$ cat src/rtl/gps_pkg.sv
// Shared GPSDO constants, loop-filter widths, FSM state types and a DAC clamp helper.
// Latency: none (declarations only).
// Backpressure: none (declarations only).
package gps_pkg;

   // DIFF code meaning zero frequency error, and the tuning word after reset
   localparam int CENTER   = 32767;
   localparam int DAC_INIT = 32768;

   // Loop filter gains, serial clock divider and lock window
   localparam int KP_SHIFT = 2;
   localparam int KI_SHIFT = 6;
   localparam int SCLK_DIV = 4;
   localparam int LOCK_TOL = 8;
   localparam int LOCK_CNT = 16;

   // Datapath widths
   localparam int DAC_W     = 16;
   localparam int ERR_W     = 17;
   localparam int INTEG_W   = 24;
   localparam int SUM_W     = 26;
   localparam int INTEG_MAX = (1 << (INTEG_W - 1)) - 1;

   localparam logic signed [SUM_W-1:0] DAC_MAX_S = SUM_W'(65535);

   // Loop-filter sequencer: LOAD hands the new word to the serialiser, XFER waits for its tail
   typedef enum logic [1:0] {LS_IDLE, LS_CALC, LS_LOAD, LS_XFER} loop_state_t;

   // Serialiser phases of one DAC frame
   typedef enum logic [1:0] {SS_IDLE, SS_LOAD, SS_SHIFT, SS_TAIL} spi_state_t;

   // Clamp the signed filter sum into the unsigned DAC code range
   function automatic logic [DAC_W-1:0] clamp_dac(input logic signed [SUM_W-1:0] v);
      if (v[SUM_W-1])
         return '0;
      else if (v > DAC_MAX_S)
         return '1;
      else
         return v[DAC_W-1:0];
   endfunction

endpackage

$ cat src/rtl/ocxo_tune_ctrl_if.sv
// Sample input and DAC/status outputs of the OCXO tuning controller, grouped as one bundle.
// Latency: none (wiring only).
// Backpressure: none; samples arriving while busy are held in a one-deep newest-wins slot.
interface ocxo_tune_ctrl_if;
   logic [15:0] DIFF;
   logic        RDY;
   logic        HOLD;
   logic [15:0] TUNE;
   logic        BUSY;
   logic        SAT;
   logic        SCLK;
   logic        SYNC_N;
   logic        SDO;
   logic        LOCKED;

   // Sample producer side (PPS counter)
   modport master (
      output DIFF, RDY, HOLD,
      input  TUNE, BUSY, SAT, SCLK, SYNC_N, SDO, LOCKED
   );

   // Tuning controller side
   modport slave (
      input  DIFF, RDY, HOLD,
      output TUNE, BUSY, SAT, SCLK, SYNC_N, SDO, LOCKED
   );
endinterface

$ cat src/rtl/ocxo_tune_ctrl_dac_spi_tx.sv
// 3-wire DAC serialiser: SYNC_N framing, SCLK divider and a 16-bit MSB-first shifter.
// Latency: SYNC_N low one cycle after start; frame is 1 + 32*SCLK_DIV + SCLK_DIV cycles.
// Backpressure: start is taken only while busy is low; done pulses in the last tail cycle.
module dac_spi_tx
   import gps_pkg::*;
#(
   parameter int SCLK_DIV_P = SCLK_DIV
) (
   input  logic             clk,
   input  logic             rst,
   input  logic             start,
   input  logic [DAC_W-1:0] word,
   output logic             busy,
   output logic             done,
   output logic             sclk,
   output logic             sync_n,
   output logic             sdo
);

   localparam int            CW       = (SCLK_DIV_P > 1) ? $clog2(SCLK_DIV_P) : 1;
   localparam logic [CW-1:0] CNT_LAST = CW'(SCLK_DIV_P - 1);

   spi_state_t       state, state_d;
   logic [CW-1:0]    cnt, cnt_d;
   logic [3:0]       bitn, bitn_d;
   logic [DAC_W-1:0] sh, sh_d;
   logic             sclk_d, sync_d, sdo_d;

   assign busy = (state != SS_IDLE);

   // Next-state and next-pin logic; pins are registered so they never glitch
   always_comb begin
      state_d = state;
      cnt_d   = cnt;
      bitn_d  = bitn;
      sh_d    = sh;
      sclk_d  = sclk;
      sync_d  = sync_n;
      sdo_d   = sdo;
      done    = 1'b0;
      case (state)
         SS_IDLE: begin
            if (start) begin
               state_d = SS_LOAD;
               sh_d    = word;
               sdo_d   = word[DAC_W-1];
               sync_d  = 1'b0;
               cnt_d   = '0;
               bitn_d  = 4'd15;
            end
         end
         SS_LOAD: begin
            state_d = SS_SHIFT;
            cnt_d   = '0;
         end
         SS_SHIFT: begin
            if (cnt == CNT_LAST) begin
               cnt_d = '0;
               if (!sclk) begin
                  sclk_d = 1'b1;
               end else begin
                  // SDO only moves on the falling edge so the DAC sees it stable at the rise
                  sclk_d = 1'b0;
                  if (bitn == 4'd0) begin
                     state_d = SS_TAIL;
                     sync_d  = 1'b1;
                     sdo_d   = 1'b0;
                  end else begin
                     bitn_d = bitn - 1'b1;
                     sh_d   = {sh[DAC_W-2:0], 1'b0};
                     sdo_d  = sh[DAC_W-2];
                  end
               end
            end else begin
               cnt_d = cnt + 1'b1;
            end
         end
         SS_TAIL: begin
            if (cnt == CNT_LAST) begin
               done    = 1'b1;
               state_d = SS_IDLE;
               cnt_d   = '0;
            end else begin
               cnt_d = cnt + 1'b1;
            end
         end
      endcase
   end

   // State, shifter and pin registers
   always_ff @(posedge clk) begin
      if (rst) begin
         state  <= SS_IDLE;
         cnt    <= '0;
         bitn   <= '0;
         sh     <= '0;
         sclk   <= 1'b0;
         sync_n <= 1'b1;
         sdo    <= 1'b0;
      end else begin
         state  <= state_d;
         cnt    <= cnt_d;
         bitn   <= bitn_d;
         sh     <= sh_d;
         sclk   <= sclk_d;
         sync_n <= sync_d;
         sdo    <= sdo_d;
      end
   end

endmodule

$ cat src/rtl/ocxo_tune_ctrl.sv
// GPSDO loop closure: PI filter on offset-binary DIFF samples, result sent to the OCXO DAC.
// Latency: RDY rise at edge N -> TUNE at N+1 -> SYNC_N low at N+2. Optional TUNE_LOCK_DET_EN adds LOCKED.
// Backpressure: samples during a frame land in a one-deep newest-wins slot; HOLD drops them.
module ocxo_tune_ctrl
   import gps_pkg::*;
(
   input  logic              CLK,
   input  logic              CLR,
   ocxo_tune_ctrl_if.slave   bus
);

   localparam logic signed [INTEG_W:0] ISUM_HI = (INTEG_W + 1)'(INTEG_MAX);
   localparam logic signed [INTEG_W:0] ISUM_LO = -ISUM_HI;

   loop_state_t               lstate, lstate_d;
   logic                      rdy_q, init_req, pending;
   logic [DAC_W-1:0]          samp, tune;
   logic signed [INTEG_W-1:0] integ, integ_new;
   logic                      sat, integ_clamp;
   logic                      ev_acc, go_calc;
   logic                      spi_start, spi_busy, spi_done;
   logic signed [ERR_W-1:0]   err, p_term;
   logic signed [INTEG_W:0]   isum;
   logic signed [INTEG_W-1:0] i_term;
   logic signed [SUM_W-1:0]   p_ext, i_ext, tsum;

   // A sample is a RDY rising edge; HOLD makes the block deaf to it
   assign ev_acc  = bus.RDY && !rdy_q && !bus.HOLD;
   assign go_calc = (lstate_d == LS_CALC);

   // Error is taken from the captured sample so a pending sample survives the frame
   assign err    = $signed({1'b0, samp}) - $signed(ERR_W'(CENTER));
   assign isum   = $signed({integ[INTEG_W-1], integ})
                 + $signed({{(INTEG_W + 1 - ERR_W){err[ERR_W-1]}}, err});
   assign p_term = err >>> KP_SHIFT;
   assign i_term = integ_new >>> KI_SHIFT;
   assign p_ext  = {{(SUM_W - ERR_W){p_term[ERR_W-1]}}, p_term};
   assign i_ext  = {{(SUM_W - INTEG_W){i_term[INTEG_W-1]}}, i_term};
   // Positive error means the oscillator runs fast, so both terms pull the word down
   assign tsum   = $signed(SUM_W'(DAC_INIT)) - p_ext - i_ext;

   // Saturating integrator update
   always_comb begin
      integ_new   = isum[INTEG_W-1:0];
      integ_clamp = 1'b0;
      if (isum > ISUM_HI) begin
         integ_new   = ISUM_HI[INTEG_W-1:0];
         integ_clamp = 1'b1;
      end else if (isum < ISUM_LO) begin
         integ_new   = ISUM_LO[INTEG_W-1:0];
         integ_clamp = 1'b1;
      end
   end

   // Sequencer next state: init frame first, then sample -> CALC -> LOAD -> XFER
   always_comb begin
      lstate_d  = lstate;
      spi_start = 1'b0;
      case (lstate)
         LS_IDLE: begin
            if (init_req) begin
               if (!spi_busy) begin
                  spi_start = 1'b1;
                  lstate_d  = LS_XFER;
               end
            end else if (ev_acc || (pending && !bus.HOLD)) begin
               lstate_d = LS_CALC;
            end
         end
         LS_CALC: lstate_d = LS_LOAD;
         LS_LOAD: begin
            if (!spi_busy) begin
               spi_start = 1'b1;
               lstate_d  = LS_XFER;
            end
         end
         LS_XFER: begin
            // A waiting sample goes straight from the frame tail into the next update
            if (spi_done)
               lstate_d = (ev_acc || (pending && !bus.HOLD)) ? LS_CALC : LS_IDLE;
         end
      endcase
   end

   // Sequencer state, RDY edge history and the init-frame request
   always_ff @(posedge CLK) begin
      if (CLR) begin
         lstate   <= LS_IDLE;
         rdy_q    <= 1'b0;
         init_req <= 1'b1;
      end else begin
         lstate <= lstate_d;
         rdy_q  <= bus.RDY;
         if (lstate == LS_IDLE)
            init_req <= 1'b0;
      end
   end

   // Sample capture and the newest-wins pending flag
   always_ff @(posedge CLK) begin
      if (CLR) begin
         samp    <= '0;
         pending <= 1'b0;
      end else begin
         if (ev_acc)
            samp <= bus.DIFF;
         if (bus.HOLD || go_calc)
            pending <= 1'b0;
         else if (ev_acc)
            pending <= 1'b1;
      end
   end

   // Loop filter state: updated only in CALC and frozen under HOLD
   always_ff @(posedge CLK) begin
      if (CLR) begin
         integ <= '0;
         sat   <= 1'b0;
         tune  <= DAC_W'(DAC_INIT);
      end else if (lstate == LS_CALC && !bus.HOLD) begin
         integ <= integ_new;
         sat   <= integ_clamp;
         tune  <= clamp_dac(tsum);
      end
   end

   dac_spi_tx #(
      .SCLK_DIV_P (SCLK_DIV)
   ) u_spi (
      .clk    (CLK),
      .rst    (CLR),
      .start  (spi_start),
      .word   (tune),
      .busy   (spi_busy),
      .done   (spi_done),
      .sclk   (bus.SCLK),
      .sync_n (bus.SYNC_N),
      .sdo    (bus.SDO)
   );

   assign bus.TUNE = tune;
   assign bus.SAT  = sat;
   assign bus.BUSY = (lstate != LS_IDLE);

`ifdef TUNE_LOCK_DET_EN
   localparam logic signed [ERR_W-1:0] TOL_P = ERR_W'(LOCK_TOL);
   localparam logic signed [ERR_W-1:0] TOL_N = -TOL_P;
   localparam logic [4:0]              LCNT  = 5'(LOCK_CNT);

   logic [4:0] lock_cnt;

   // Count consecutive in-window samples, saturating at the lock threshold
   always_ff @(posedge CLK) begin
      if (CLR || bus.HOLD) begin
         lock_cnt <= '0;
      end else if (lstate == LS_CALC) begin
         if (err <= TOL_P && err >= TOL_N) begin
            if (lock_cnt != LCNT)
               lock_cnt <= lock_cnt + 1'b1;
         end else begin
            lock_cnt <= '0;
         end
      end
   end

   assign bus.LOCKED = (lock_cnt == LCNT);
`else
   assign bus.LOCKED = 1'b0;
`endif

endmodule

$ cat src/flat_wrapper.sv
// flat-port wrapper written by rule: the top's interface ports become plain ports
module ocxo_tune_ctrl_flat import gps_pkg::*;
  (CLK, CLR, bus_DIFF, bus_RDY, bus_HOLD, bus_TUNE, bus_BUSY, bus_SAT, bus_SCLK, bus_SYNC_N, bus_SDO, bus_LOCKED);
  ocxo_tune_ctrl_if bus_i ();
  input  logic CLK;
  input  logic CLR;
  input wire logic [$bits(bus_i.DIFF)-1:0] bus_DIFF;
  input wire logic [$bits(bus_i.RDY)-1:0] bus_RDY;
  input wire logic [$bits(bus_i.HOLD)-1:0] bus_HOLD;
  output wire logic [$bits(bus_i.TUNE)-1:0] bus_TUNE;
  output wire logic [$bits(bus_i.BUSY)-1:0] bus_BUSY;
  output wire logic [$bits(bus_i.SAT)-1:0] bus_SAT;
  output wire logic [$bits(bus_i.SCLK)-1:0] bus_SCLK;
  output wire logic [$bits(bus_i.SYNC_N)-1:0] bus_SYNC_N;
  output wire logic [$bits(bus_i.SDO)-1:0] bus_SDO;
  output wire logic [$bits(bus_i.LOCKED)-1:0] bus_LOCKED;
  assign bus_i.DIFF = bus_DIFF;
  assign bus_i.RDY = bus_RDY;
  assign bus_i.HOLD = bus_HOLD;
  assign bus_TUNE = bus_i.TUNE;
  assign bus_BUSY = bus_i.BUSY;
  assign bus_SAT = bus_i.SAT;
  assign bus_SCLK = bus_i.SCLK;
  assign bus_SYNC_N = bus_i.SYNC_N;
  assign bus_SDO = bus_i.SDO;
  assign bus_LOCKED = bus_i.LOCKED;
  ocxo_tune_ctrl u_core (.CLK(CLK), .CLR(CLR), .bus(bus_i));
endmodule
$ cat config.mk
export PLATFORM = sky130hd
export DESIGN_NAME = ocxo_tune_ctrl_flat
export DESIGN_NICKNAME = d
export VERILOG_FILES = /design/src/rtl/gps_pkg.sv /design/src/rtl/ocxo_tune_ctrl_if.sv /design/src/rtl/ocxo_tune_ctrl_dac_spi_tx.sv /design/src/rtl/ocxo_tune_ctrl.sv /design/src/flat_wrapper.sv
export SDC_FILE = /design/constraint.sdc
export NUM_CORES = 1
export LEC_CHECK = 0
export CAP_MARGIN = 40
export CORE_ASPECT_RATIO = 0.6
export CORE_UTILIZATION = 46
export CTS_BUF_LIST = sky130_fd_sc_hd__clkbuf_16
export CTS_CLUSTER_SIZE = 10
export DETAILED_ROUTE_END_ITERATION = 10
export PLACE_DENSITY = 0.74
export REMOVE_ABC_BUFFERS = 1
export SKIP_LAST_GASP = 1
export SLEW_MARGIN = 20
export SYNTH_ARGS = -nofsm -noshare
export SYNTH_HDL_FRONTEND = slang
export SYNTH_SLANG_ARGS = --single-unit
$ cat constraint.sdc
create_clock -name CLK -period 12.75 [get_ports CLK]
set_clock_uncertainty 0.15 [all_clocks]
set_input_delay 2.55 -clock CLK [delete_from_list [all_inputs] [get_ports CLK]]
set_output_delay 2.55 -clock CLK [all_outputs]
set_load 0.01 [all_outputs]
==> metrics <==
H-tree Lvls=3; Synth cell types=69; Detailed Route WL=17,100 um; Final Max Slew Viols=0; RSZ-0062 raised after global routing=no; Layout fillers=1,305; CP Data Required Time=12,880 ps; Reg area=1760 um^2; outcome=completed; area share of the largest cell type after synthesis=0.267; # IOs=42; Arr. time, crit path=7610 ps; count of final setup violators=0; IO Port Bufs=40; Max Freq=134 MHz; number of enable flip-flop cells after synthesis=0; CTS tree=yes; post-route ant nets=0; Mapped Area=6590 um^2; Detailed Route Iter0 Violations=555; Core Util, Final=0.539; minimum clock period after layout=7480 ps; Worst Path Max Fanout=15; sequential area share after synthesis=0.267; die width=157 um; number of global-route vias before repair=5,502; Syn-to-layout area delta=13.1%; Synth Instances=829; Buf/Inv on CP=2; clk buf depth=2; crit-path leading delay family=simple AND/OR/NAND/NOR gates; max-cap violation count=0; first-pass GRT wire length=28,100 um; headroom to the max-slew limit=0.506; Die Ht=94.7 um; GRT Util Overall=0.241; startpoint types=register; Num CTS Buffers=9; hold_buf cts=0; Post-Layout Inst Area=7450 um^2; setup TNS=0 ps; largest cells by area after synthesis=dfxtp_1 (27%), ha_1 (13%), nand2_1 (5.3%); crit end category=register; hpwl dp=13,300 um; Core Region=13,800 um^2; syn avg cell area=7.95 um^2; Yosys reg bits=88; drt wl/cell=16.3 um; footprint of the multi-input gates=4540 um^2; area leader, netlist=dfxtp_1; most common cell after layout, fill and taps aside=nand2_1; # Post-CTS Setup Buffers=0; # clock sinks=88; initial antenna violation count=0; Skew-Pair Late Insertion Delay=350 ps; initial core utilization=0.476; DP Area=7140 um^2; final std cells w/o fill=1,049; Crit Path Class=reg -> reg; layout cell share with drive strength beyond 1=0.0502; Via Count=6,145; Overflow after GRT=0; synth warn=0; DRC viols=0; Final Cycle Share=0.587; Most common cell on crit path=ha_1; slowest CP cell=nor4_1; Post-CTS Resized=0; largest net degree at the start of global routing=56; actual transition at the worst max-transition pin=739 ps; Nets=943; first drt pass iteration count=5; Post-synth ARST share=0; most frequent cells in the layout=nand2_1 (93), dfxtp_1 (88), nor2_1 (80), ha_1 (69), a21oi_1 (64); Worst path max stage delay=440 ps; clock root buffer=clkbuf_16; die area=14,800 um^2; Placed Instances=1,033; via density per instance=5.86; top_reg_cell synth=dfxtp_1; Hold WC Path Type=reg -> reg; Routability Congestion=0.938; Hold Fails Final Rpt=0; Ant. Diodes=0; Row Count=33; Clock transition at path regs=70 ps
-- metrics by stage --
step           setup slack, ps  hold WS [ps]
5_1_grt                   4630           338
2_1_floorplan             6150           280
6_report                  5270           319
3_5_place_dp              5360           307
3_3_place_gp              5640           296
4_1_cts                   5320           320
-- sequential cells by signal, indices dropped and copies added, names as in the netlist --
name / count
u_core.bus.SAT: 1
u_core.bus.TUNE: 16
u_core.init_req: 1
u_core.integ: 24
u_core.lstate: 2
u_core.pending: 1
u_core.rdy_q: 1
u_core.samp: 16
u_core.u_spi.bitn: 4
u_core.u_spi.cnt: 2
u_core.u_spi.sclk: 1
u_core.u_spi.sdo: 1
u_core.u_spi.sh: 15
u_core.u_spi.state: 2
u_core.u_spi.sync_n: 1
-- cells by family after synthesis --
group	Yosys count	share of synthesized area
DFF	88	0.267
other	1	0.000569
buffers and inverters	71	0.0452
AOI/OAI and AO/OA	234	0.246
and+or+nand+nor	306	0.223
muxes	18	0.0275
xor gates and xnor gates	40	0.0532
adders and majority gates	71	0.137
-- final timing paths --
path	from	endpoint	slack [ps]	cells past startpoint
min reg2reg	u_core.u_spi.sh[0]$_SDFFE_PP0P_	u_core.u_spi.sh[0]$_SDFFE_PP0P_	320	2
max	u_core.samp[0]$_SDFFE_PP0P_	u_core.bus.TUNE[10]$_SDFFE_PP0P_	5270	27
min	u_core.u_spi.sh[0]$_SDFFE_PP0P_	u_core.u_spi.sh[0]$_SDFFE_PP0P_	320	2
max reg2reg	u_core.samp[0]$_SDFFE_PP0P_	u_core.bus.TUNE[10]$_SDFFE_PP0P_	5270	27
-- Yosys cell counts (4+ instances only) --
cell type and number:
a21o_1 16, inv_1 34, and3_1 13, clkbuf_1 28, a21oi_1 64, o21a_1 10
nor2_1 81, and2_1 9, nand2b_1 6, dfxtp_1 88, xor2_1 16, nand2_1 93
a32o_1 10, o211ai_1 10, buf_2 4, nor4_1 7, mux2i_1 17, o21bai_1 4
nor3b_1 6, o21ai_0 26, ha_1 69, xnor2_1 24, o21ai_1 15, nand3_1 18
a221o_1 15, nor2b_1 9, a21boi_0 4, nor3_1 26, a211oi_1 25, nand4_1 13
-- area by class of cell --
type	count	area share
Clock buffer	9	0.0302
Clock inverter	7	0.0118
Inverter	34	0.0171
Multi-Input combinational cell	670	0.610
Sequential cell	88	0.236
Tap cell	192	0.0322
Timing Repair Buffer	49	0.0626
-- per-layer routing --
metal  GRT usage  vias up  share of wire
li1            -     3082              -
met1       0.364     2834           0.52
met2       0.342      211           0.39
met3      0.0519       18          0.075
met4      0.0556        0          0.010
met5           0        -              0
-- worst reg2reg max path: cells and delay by family, from the launching register on --
family,cells,cell delay (ps)
buffers and inverters,2,330
and+or+nand+nor,11,2630
adders and majority gates,5,1600
AOI/OAI and AO/OA,9,2350
DFF,1,350
Power is left out: the tool's default activity adds up to more than one toggle a clock period on the data nets, which glitch-free logic cannot reach.
